**src/rtl/clk_div_pkg.sv**
```systemverilog
// Shared types and helpers for the clock-divider monitor: FSM states and the
// expected high/low phase lengths for a programmed divide ratio.
package clk_div_pkg;

  localparam int DEF_RATIO_WIDTH = 8;

  typedef enum logic [1:0] {
    IDLE,
    SYNC,
    MEAS_HIGH,
    MEAS_LOW
  } mon_state_e;

  // Odd ratios put the extra reference cycle in the high phase.
  function automatic int unsigned exp_high(input int unsigned n);
    return (n >> 1) + {31'b0, n[0]};
  endfunction

  function automatic int unsigned exp_low(input int unsigned n);
    return n >> 1;
  endfunction

endpackage

```
**src/rtl/clk_div_monitor_phase_counter.sv**
```systemverilog
// Samples the divided clock in the reference domain, flags its edges and
// counts the length of the current phase, saturating at the timeout value.
module clk_phase_counter #(
  parameter int RATIO_WIDTH = clk_div_pkg::DEF_RATIO_WIDTH
) (
  input  logic                 i_ref_clk,
  input  logic                 i_rst_n,
  input  logic                 div_clk,
  output logic                 rise,
  output logic                 fall,
  output logic [RATIO_WIDTH:0] phase_cnt,
  output logic                 timeout
);

  localparam logic [RATIO_WIDTH:0] CNT_MAX = {1'b1, {RATIO_WIDTH{1'b0}}};
  localparam logic [RATIO_WIDTH:0] CNT_ONE = (RATIO_WIDTH+1)'(1);

  logic                 sample_reg;
  logic [RATIO_WIDTH:0] cnt_reg;

  assign rise      = div_clk & ~sample_reg;
  assign fall      = ~div_clk & sample_reg;
  assign phase_cnt = cnt_reg;
  assign timeout   = (cnt_reg == CNT_MAX);

  // The edge cycle itself is the first sample of the new phase.
  always_ff @(posedge i_ref_clk or negedge i_rst_n) begin
    if (!i_rst_n) begin
      sample_reg <= 1'b0;
      cnt_reg    <= '0;
    end else begin
      sample_reg <= div_clk;
      if (rise || fall)
        cnt_reg <= CNT_ONE;
      else if (cnt_reg != CNT_MAX)
        cnt_reg <= cnt_reg + CNT_ONE;
    end
  end

endmodule

```
**src/rtl/clk_div_monitor.sv**
```systemverilog
// Checks each divided-clock period against the shape expected for the
// programmed ratio; tracks lock, sticky mismatch/stuck flags and an error count.
module clk_div_monitor
  import clk_div_pkg::*;
#(
  parameter int RATIO_WIDTH   = clk_div_pkg::DEF_RATIO_WIDTH,
  parameter int LOCK_PERIODS  = 4,
  parameter int ERR_CNT_WIDTH = 8
) (
  input  logic                     i_ref_clk,
  input  logic                     i_rst_n,
  input  logic                     i_mon_en,
  input  logic                     i_clk_en,
  input  logic [RATIO_WIDTH-1:0]   i_div_ratio,
  input  logic                     i_div_clk,
  input  logic                     i_err_clr,
  output logic                     o_locked,
  output logic                     o_err,
  output logic                     o_stuck,
  output logic [ERR_CNT_WIDTH-1:0] o_err_cnt,
  output logic [RATIO_WIDTH:0]     o_high_time,
  output logic [RATIO_WIDTH:0]     o_low_time,
  output logic                     o_meas_valid
);

  localparam int TW = RATIO_WIDTH + 1;
  localparam int GW = $clog2(LOCK_PERIODS + 1);
  localparam logic [GW-1:0] LOCK_TGT = GW'(LOCK_PERIODS);

  mon_state_e             state_reg;
  logic [RATIO_WIDTH-1:0] ratio_reg;
  logic [TW-1:0]          high_len_reg;
  logic [GW-1:0]          good_cnt_reg;

  logic                     rise, fall, timeout;
  logic [TW-1:0]            phase_cnt;
  logic                     active, abort, match;
  logic [TW-1:0]            exp_high_len, exp_low_len;
  logic [GW-1:0]            good_cnt_next;
  logic [ERR_CNT_WIDTH-1:0] err_cnt_next;

  clk_phase_counter #(.RATIO_WIDTH(RATIO_WIDTH)) u_phase_counter (
    .i_ref_clk (i_ref_clk),
    .i_rst_n   (i_rst_n),
    .div_clk   (i_div_clk),
    .rise      (rise),
    .fall      (fall),
    .phase_cnt (phase_cnt),
    .timeout   (timeout)
  );

  // Ratios 0/1 mean the divider is bypassed, so there is no shape to check.
  assign active       = i_mon_en & i_clk_en & (i_div_ratio >= RATIO_WIDTH'(2));
  assign abort        = ~active | (i_div_ratio != ratio_reg);
  assign exp_high_len = TW'(exp_high(32'(i_div_ratio)));
  assign exp_low_len  = TW'(exp_low(32'(i_div_ratio)));
  assign match        = (high_len_reg == exp_high_len) && (phase_cnt == exp_low_len);

  assign good_cnt_next = (good_cnt_reg == LOCK_TGT) ? good_cnt_reg : good_cnt_reg + GW'(1);
  // A clear in the same cycle as a new mismatch restarts the count at one.
  assign err_cnt_next  = i_err_clr   ? ERR_CNT_WIDTH'(1) :
                         (&o_err_cnt) ? o_err_cnt : o_err_cnt + ERR_CNT_WIDTH'(1);

  always_ff @(posedge i_ref_clk or negedge i_rst_n) begin
    if (!i_rst_n) begin
      state_reg    <= IDLE;
      ratio_reg    <= '0;
      high_len_reg <= '0;
      good_cnt_reg <= '0;
      o_locked     <= 1'b0;
      o_err        <= 1'b0;
      o_stuck      <= 1'b0;
      o_err_cnt    <= '0;
      o_high_time  <= '0;
      o_low_time   <= '0;
      o_meas_valid <= 1'b0;
    end else begin
      ratio_reg    <= i_div_ratio;
      o_meas_valid <= 1'b0;
      if (i_err_clr) begin
        o_err     <= 1'b0;
        o_stuck   <= 1'b0;
        o_err_cnt <= '0;
      end
      if (abort) begin
        state_reg    <= IDLE;
        good_cnt_reg <= '0;
        o_locked     <= 1'b0;
      end else begin
        unique case (state_reg)
          IDLE: state_reg <= SYNC;
          SYNC: if (rise) state_reg <= MEAS_HIGH;
          MEAS_HIGH, MEAS_LOW: begin
            if (timeout) begin
              o_stuck      <= 1'b1;
              o_locked     <= 1'b0;
              good_cnt_reg <= '0;
              state_reg    <= SYNC;
            end else if (state_reg == MEAS_HIGH && fall) begin
              high_len_reg <= phase_cnt;
              state_reg    <= MEAS_LOW;
            end else if (state_reg == MEAS_LOW && rise) begin
              o_meas_valid <= 1'b1;
              o_high_time  <= high_len_reg;
              o_low_time   <= phase_cnt;
              state_reg    <= MEAS_HIGH;
              if (match) begin
                good_cnt_reg <= good_cnt_next;
                o_locked     <= (good_cnt_next == LOCK_TGT);
              end else begin
                o_err        <= 1'b1;
                o_err_cnt    <= err_cnt_next;
                good_cnt_reg <= '0;
                o_locked     <= 1'b0;
              end
            end
          end
        endcase
      end
    end
  end

endmodule

```
**config.mk**
```make
export PLATFORM = sky130hd
export DESIGN_NAME = clk_div_monitor
export DESIGN_NICKNAME = d
export VERILOG_FILES = /design/src/rtl/clk_div_pkg.sv /design/src/rtl/clk_div_monitor_phase_counter.sv /design/src/rtl/clk_div_monitor.sv
export SDC_FILE = /design/constraint.sdc
export NUM_CORES = 1
export LEC_CHECK = 0
export BUFFER_PORTS_ARGS = -buffer_cell sky130_fd_sc_hd__buf_4
export CAP_MARGIN = 40
export CORE_UTILIZATION = 25
export DETAILED_ROUTE_END_ITERATION = 7
export GPL_ROUTABILITY_DRIVEN = 0
export SYNTH_ARGS = -nofsm -noshare
export SYNTH_HDL_FRONTEND = slang
export SYNTH_SLANG_ARGS = --single-unit
```
**constraint.sdc**
```tcl
create_clock -name i_ref_clk -period 3.45 [get_ports i_ref_clk]
set_input_delay 0.345 -clock i_ref_clk [delete_from_list [all_inputs] [get_ports i_ref_clk]]
set_output_delay 0.345 -clock i_ref_clk [all_outputs]
set_load 0.01 [all_outputs]
```
==> flow_metrics.py, run 1 <==
metrics = {
    "outcome": {
        "status": "finished, final reports clean",
    },
    "yosys": {
        "syn_area_per_cell_um2": 11.2,
        "synth_area_mm2": 0.00325,
        "async_flop_share_pct": 100,
        "synth_top_area_share_pct": 47.8,
        "synth.ff_latch_count": 62,
        "synth_edf_count": 0,
        "ys_seq_area_share_pct": 47.8,
        "ys.flop_type": "dfrtp_1",
        "yosys-top-cells-area": "dfrtp_1 48%, mux2_2 9.0%, xnor2_1 4.6%",
        "synth_simple_gate_area_share_pct": 16.5,
        "syn_inst": 289,
        "synth_xor_area_share_pct": 8.90,
        "ys_types": 49,
        "synth_top_family_by_area": "simple AND/OR/NAND/NOR gates",
        "yosysWarnings": 0,
        "yosys.area.top_type": "dfrtp_1",
        "synthAdderAreaFrac_pct": 3.85,
        "syn_nets": 313,
        "synth_compound_area_share_pct": 9.29,
        "synthMuxAreaShare_pct": 9.33,
    },
    "critical_path": {
        "crit_type": "reg2reg",
        "crit_path_end_kind": "flip-flop",
        "timing.rr.end": "o_err_cnt[7]",
        "slowest_delay_ns": 0.59,
        "worstPathCellList": "xor2_1 > nor4_1 > nand4_2 > or3_4 > a21oi_2 > nand2_1 > a21oi_1",
        "slowest_stage": "or3_4",
        "critPathRequiredTime_ns": 3.69,
        "startpoint_type": "flip-flop",
        "cp.arrival_ns": 2.75,
        "reg2reg_slack_ns": 0.94,
        "crit_family": "simple AND/OR/NAND/NOR gates",
        "cp-endpoint": "o_err_cnt[7]",
        "worst-path-buf-inv": 0,
        "crit_path_start": "ratio_reg[2]",
        "crit_cells": 7,
        "critical_path.max_fanout": 22,
        "timing.rr.start": "ratio_reg[2]",
        "worstRegToRegCells": 7,
    },
    "job": {
        "maxCapViolCount": 0,
    },
    "cts": {
        "hold_buffers": 0,
        "root_buffer": "clkbuf_16",
        "clockBufferDepth": 2,
        "cts-resized-gates": 0,
        "htreeDepth": 3,
        "cts_tree": "built",
        "clk_pin_slew_ns": 0.05,
        "cts_buffers": 9,
        "postCtsSetupBuffers": 0,
        "clk_latency_ns": 0.32,
        "cts_sinks": 62,
    },
    "route": {
        "vias_per_cell": 4.49,
        "wire_per_inst_um": 14.3,
        "vias": 2277,
        "drc_errors": 0,
        "drtIter0Drc": 106,
        "first_pass_iters": 4,
        "drt-total-wl_um": 7240,
        "antenna_left": 0,
    },
    "sta": {
        "fin_setup_tns_ns": 0,
        "post-route-period-util_pct": 72.8,
        "worst_pin_slew_ns": 0.802,
        "finalMaxSlewViolations": 0,
        "slew-limit-headroom_pct": 46.5,
        "min_period_ns": 2.51,
        "fmax_mhz": 398,
        "rsz0062_at_grt": "false",
        "finClkSkew_ns": 0.00858,
        "setup_ws_ns": 0.937,
        "setup_viol": 0,
        "hold_viol": 0,
    },
    "placed_design": {
        "numPortBuffers": 43,
        "dp_slack_ns": 0.826,
        "dp_cells": 492,
        "hpwl_um": 5220,
        "post_dp_cell_area_mm2": 0.00371,
    },
    "die": {
        "dieHeight_um": 116,
        "core_region_area_mm2": 0.0126,
        "pin_count": 44,
        "fp.dieArea_mm2": 0.0134,
        "start_util_pct": 25.7,
        "num_rows": 41,
        "die_w_um": 116,
    },
    "power": {
        "leakage_nw": 1.87,
        "cellPowerDensity_mw_per_mm2": 452,
        "vdd_ir_drop_max_mv": 0.213,
        "power.total_mw": 1.81,
    },
    "final_layout": {
        "diodes": 0,
        "nets": 355,
        "area_growth_pct": 23.5,
        "postLayoutCellArea_mm2": 0.00401,
        "post_route_cells_drive_above_1_share_pct": 29.0,
        "instances_no_fill": 507,
    },
    "grt": {
        "use_met3_pct": 4.13,
        "grt_overflow": 0,
        "grt_pass1_wl_um": 12200,
        "use_met1_pct": 13.8,
        "grt_antenna_before_repair": 0,
        "use_met2_pct": 20.8,
        "grt.busiest_layer": "met2",
        "grt_pass1_vias": 2404,
        "grt_max_degree": 63,
        "grtUsageTotal_pct": 11.9,
    },
    "worst_hold_path": {
        "min_path_type": "in2async",
    },
}
## Yosys cell counts, types with 6 or more instances
master    n
dfrtp_1  62
mux2_2   26
xnor2_1  17
nand2_1  16
xor2_1   16
inv_1    15
nand3_1  15
ha_1     10
a21oi_1   9
and2_1    7
nor4_1    7
o21ai_0   7
and3_1    6
## worst min-delay path by stage
stage                         from         endpoint  slack [ns]
finish                     i_rst_n  good_cnt_reg[1]        0.10
global route        i_div_ratio[0]     ratio_reg[0]        0.15
CTS                        i_rst_n     ratio_reg[3]        0.14
detailed placement           o_err            o_err        0.48
global placement           i_rst_n  good_cnt_reg[1]        0.48
floorplan                  i_rst_n  good_cnt_reg[0]        0.05
## power by group
part / total (mW) / internal (mW) / switching (mW) / leakage, nW
Combinational: 0.117 / 0.0493 / 0.0677 / 0.889
Sequential: 0.767 / 0.741 / 0.0261 / 0.835
Clock: 0.928 / 0.626 / 0.301 / 0.146
## cell type report
type / count / area [um^2]
Fill cell: 1307 / 8610
Clock buffer: 11 / 233
Multi-Input combinational cell: 199 / 1550
Timing Repair Buffer: 44 / 330
Sequential cell: 62 / 1550
Clock inverter: 4 / 72.6
Tap cell: 172 / 215
Inverter: 15 / 56.3
## per-stage QoR
| step | util, % | hold slack, ns |
|---|---|---|
| final | 31.8 | 0.101 |
| after floorplan | - | 0.0494 |
| after global placement | 29.4 | 0.479 |
| after CTS | 31.8 | 0.143 |
| after detailed placement | 29.4 | 0.483 |
| after global routing | 31.8 | 0.153 |
## cells by family (layout without fill, tap and decap cells)
family                   Yosys count  count (layout)
buffers and inverters             28              74
adder cells (fa/ha/maj)           10              10
XOR/XNOR                          33              33
multiplexers                      27              27
AO/OA/AOI/OAI                     43              43
flip-flops                        62              62
AND/OR/NAND/NOR                   86              86
## layer usage
metal | share of wire, % | up-vias
met1 | 45 | 1113
met3 | 4.4 | 9
met5 | 0 | -
li1 | - | 1110
met2 | 49 | 45
met4 | 1.4 | 0
## worst reg2reg max path: stages (launching register included)
cell and delay, ns:
dfrtp_1 0.38, xor2_1 0.15, nor4_1 0.35, nand4_2 0.25, or3_4 0.59, a21oi_2 0.37
nand2_1 0.19, a21oi_1 0.17
## placed cells by master, fill, tap and decap left out, drive strengths merged, types with 2 or more instances in the layout
| cell type | instances |
|---|---|
| a2111oi | 3 |
| a211oi | 3 |
| a21o | 3 |
| a21oi | 10 |
| a22o | 2 |
| a31oi | 3 |
| and2 | 7 |
| and3 | 6 |
| buf | 44 |
| bufinv | 2 |
| clkbuf | 11 |
| dfrtp | 62 |
| ha | 10 |
| inv | 15 |
| mux2 | 26 |
| nand2 | 16 |
| nand3 | 15 |
| nand3b | 3 |
| nand4 | 6 |
| nor2 | 5 |
| nor2b | 5 |
| nor3 | 3 |
| nor3b | 3 |
| nor4 | 9 |
| o21a | 3 |
| o21ai | 11 |
| or3 | 3 |
| xnor2 | 17 |
| xor2 | 16 |
No activity file was read; power rests on OpenSTA's default activity.
==> run 2, diff against run 1 <==
==> constraint.sdc (replaced) <==
create_clock -name i_ref_clk -period 2.6 [get_ports i_ref_clk]
set_input_delay 0.26 -clock i_ref_clk [delete_from_list [all_inputs] [get_ports i_ref_clk]]
set_output_delay 0.26 -clock i_ref_clk [all_outputs]
set_load 0.01 [all_outputs]
==> flow_metrics.py, run 2 (synthesized netlist as in run 1, its figures left out) <==
metrics = {
    "die": {
        "num_rows": 41,
        "core_region_area_mm2": 0.0126,
        "pin_count": 44,
        "start_util_pct": 25.7,
        "dieHeight_um": 116,
        "fp.dieArea_mm2": 0.0134,
        "die_w_um": 116,
    },
    "power": {
        "cellPowerDensity_mw_per_mm2": 608,
        "vdd_ir_drop_max_mv": 0.372,
        "leakage_nw": 1.92,
        "pwr-share-seq_pct": 40.5,
        "clkPwrFrac_pct": 52.9,
        "switchingPower_uw": 570,
        "p_sw_share_pct": 22.9,
        "cell_internal_pwr_mw": 1.92,
        "p_comb_share_pct": 6.6,
    },
    "final_layout": {
        "diodes": 0,
        "post-route-util_pct": 32.5,
        "final_cell_mix": "62 x dfrtp_1, 50 x buf_4, 26 x mux2_2",
        "area_growth_pct": 26.4,
        "post_route_cells_drive_above_1_share_pct": 31.2,
        "nets": 362,
        "instances_no_fill": 515,
        "fillCellCount": 1293,
        "layout_commonest_cell": "dfrtp_1",
    },
    "worst_hold_path": {
        "min_path_type": "in2async",
    },
    "sta": {
        "finClkSkew_ns": 0.00669,
        "worst_pin_slew_ns": 0.787,
        "finalMaxSlewViolations": 0,
        "min_period_ns": 2.28,
        "hold_viol": 0,
        "rsz0062_at_grt": "false",
        "slew-limit-headroom_pct": 47.5,
        "fin_setup_tns_ns": 0,
        "post-route-period-util_pct": 87.6,
        "setup_viol": 0,
        "fmax_mhz": 439,
    },
    "critical_path": {
        "timing.rr.end": "o_err_cnt[3]",
        "crit_path_end_kind": "flip-flop",
        "timing.rr.start": "u_phase_counter.phase_cnt[0]",
        "crit_type": "reg2reg",
        "worstRegToRegCells": 7,
        "reg2reg_slack_ns": 0.32,
        "startpoint_type": "flip-flop",
        "critPathRequiredTime_ns": 2.84,
        "critical_path.max_fanout": 8,
        "cp.arrival_ns": 2.52,
    },
    "route": {
        "first_pass_iters": 4,
        "highest_layer": "met4",
        "vias": 2334,
        "drc_errors": 0,
        "antenna_left": 0,
        "drt-total-wl_um": 7310,
        "wl_met3_um": 333,
        "met1_length_um": 3250,
        "wire_per_inst_um": 14.2,
        "drtIter0Drc": 83,
        "vias_per_cell": 4.53,
        "wl_met2_um": 3590,
    },
    "grt": {
        "grt_pass1_wl_um": 12300,
        "grt_max_degree": 63,
        "grt_overflow": 0,
        "grtUsageTotal_pct": 12.2,
        "grt_pass1_vias": 2420,
        "grt_antenna_before_repair": 0,
    },
    "cts": {
        "cts-resized-gates": 0,
        "clk_pin_slew_ns": 0.06,
        "clk_latency_ns": 0.34,
        "cts_tree": "built",
        "root_buffer": "clkbuf_16",
        "clockBufferDepth": 2,
        "postCtsSetupBuffers": 0,
        "cts_buffers": 9,
        "htreeDepth": 3,
        "cts_sinks": 62,
        "hold_buffers": 0,
    },
    "outcome": {
        "status": "finished, final reports clean",
    },
    "job": {
        "maxCapViolCount": 0,
    },
    "placed_design": {
        "numPortBuffers": 43,
        "dp_cells": 499,
        "hpwl_um": 5280,
    },
}
[run 2: cell count changes in the layout (fill, tap and decap cells not counted), sizes merged]
| cell | delta |
|---|---|
| buf | +7 |
| clkbuf | -1 |
| clkinv | -1 |
| clkinvlp | +1 |
| inv | +2 |
[run 2: cell type report]
class	instances	area [um^2]	share of cell area, %
flip-flops and latches	62	1550	37.8
inverters	15	56.3	1.37
multi-input cells	199	1550	37.8
clock buffers	10	239	5.82
clock inverters	6	92.6	2.26
well taps	172	215	5.25
repair buffers	51	395	9.64
[run 2: per-stage QoR]
step           instance area, um^2  setup WS, ns  hold WS, ns  total power, mW
2_1_floorplan                 3250         0.307      -0.0356             1.13
3_3_place_gp                  3770         0.138        0.394             1.19
3_5_place_dp                  3770        0.0323        0.404             1.19
4_1_cts                       4100         0.308       0.0459             2.53
5_1_grt                       4100         0.139       0.0566             2.59
6_report                      4100         0.322       0.0122             2.49
[run 2: critical path, cell delays in order (launching register included)]
cell	delay [ns]
dfrtp_1	0.50
xor2_1	0.21
nor4_1	0.31
nand3_1	0.18
a211oi_4	0.42
a2111oi_0	0.21
xnor2_1	0.15
o21ai_0	0.19
[run 2: layer usage]
layer,vias to the layer above,global-route usage (%)
met5,-,0
met4,0,5.04
met3,15,4.24
met2,49,20.1
met1,1147,14.5
li1,1123,-
[run 2: worst max-delay path by stage]
stage | slack, ns | startpoint | to
final | 0.32 | u_phase_counter.phase_cnt[0] | o_err_cnt[3]
after global routing | 0.14 | ratio_reg[2] | o_err_cnt[7]
after CTS | 0.31 | u_phase_counter.phase_cnt[0] | o_err_cnt[3]
after detailed placement | 0.03 | i_div_ratio[1] | o_err_cnt[3]
after global placement | 0.14 | i_div_ratio[1] | good_cnt_reg[2]
after floorplan | 0.31 | u_phase_counter.phase_cnt[2] | o_high_time[4]
[run 2: power groups by stage]
stage | clock (mW) | sequential [mW] | combinational [mW]
floorplan | 0 | 1.01 | 0.122
global placement | 0 | 1.03 | 0.164
detailed placement | 0 | 1.03 | 0.166
CTS | 1.35 | 1.01 | 0.167
global route | 1.39 | 1.01 | 0.187
finish | 1.32 | 1.01 | 0.164
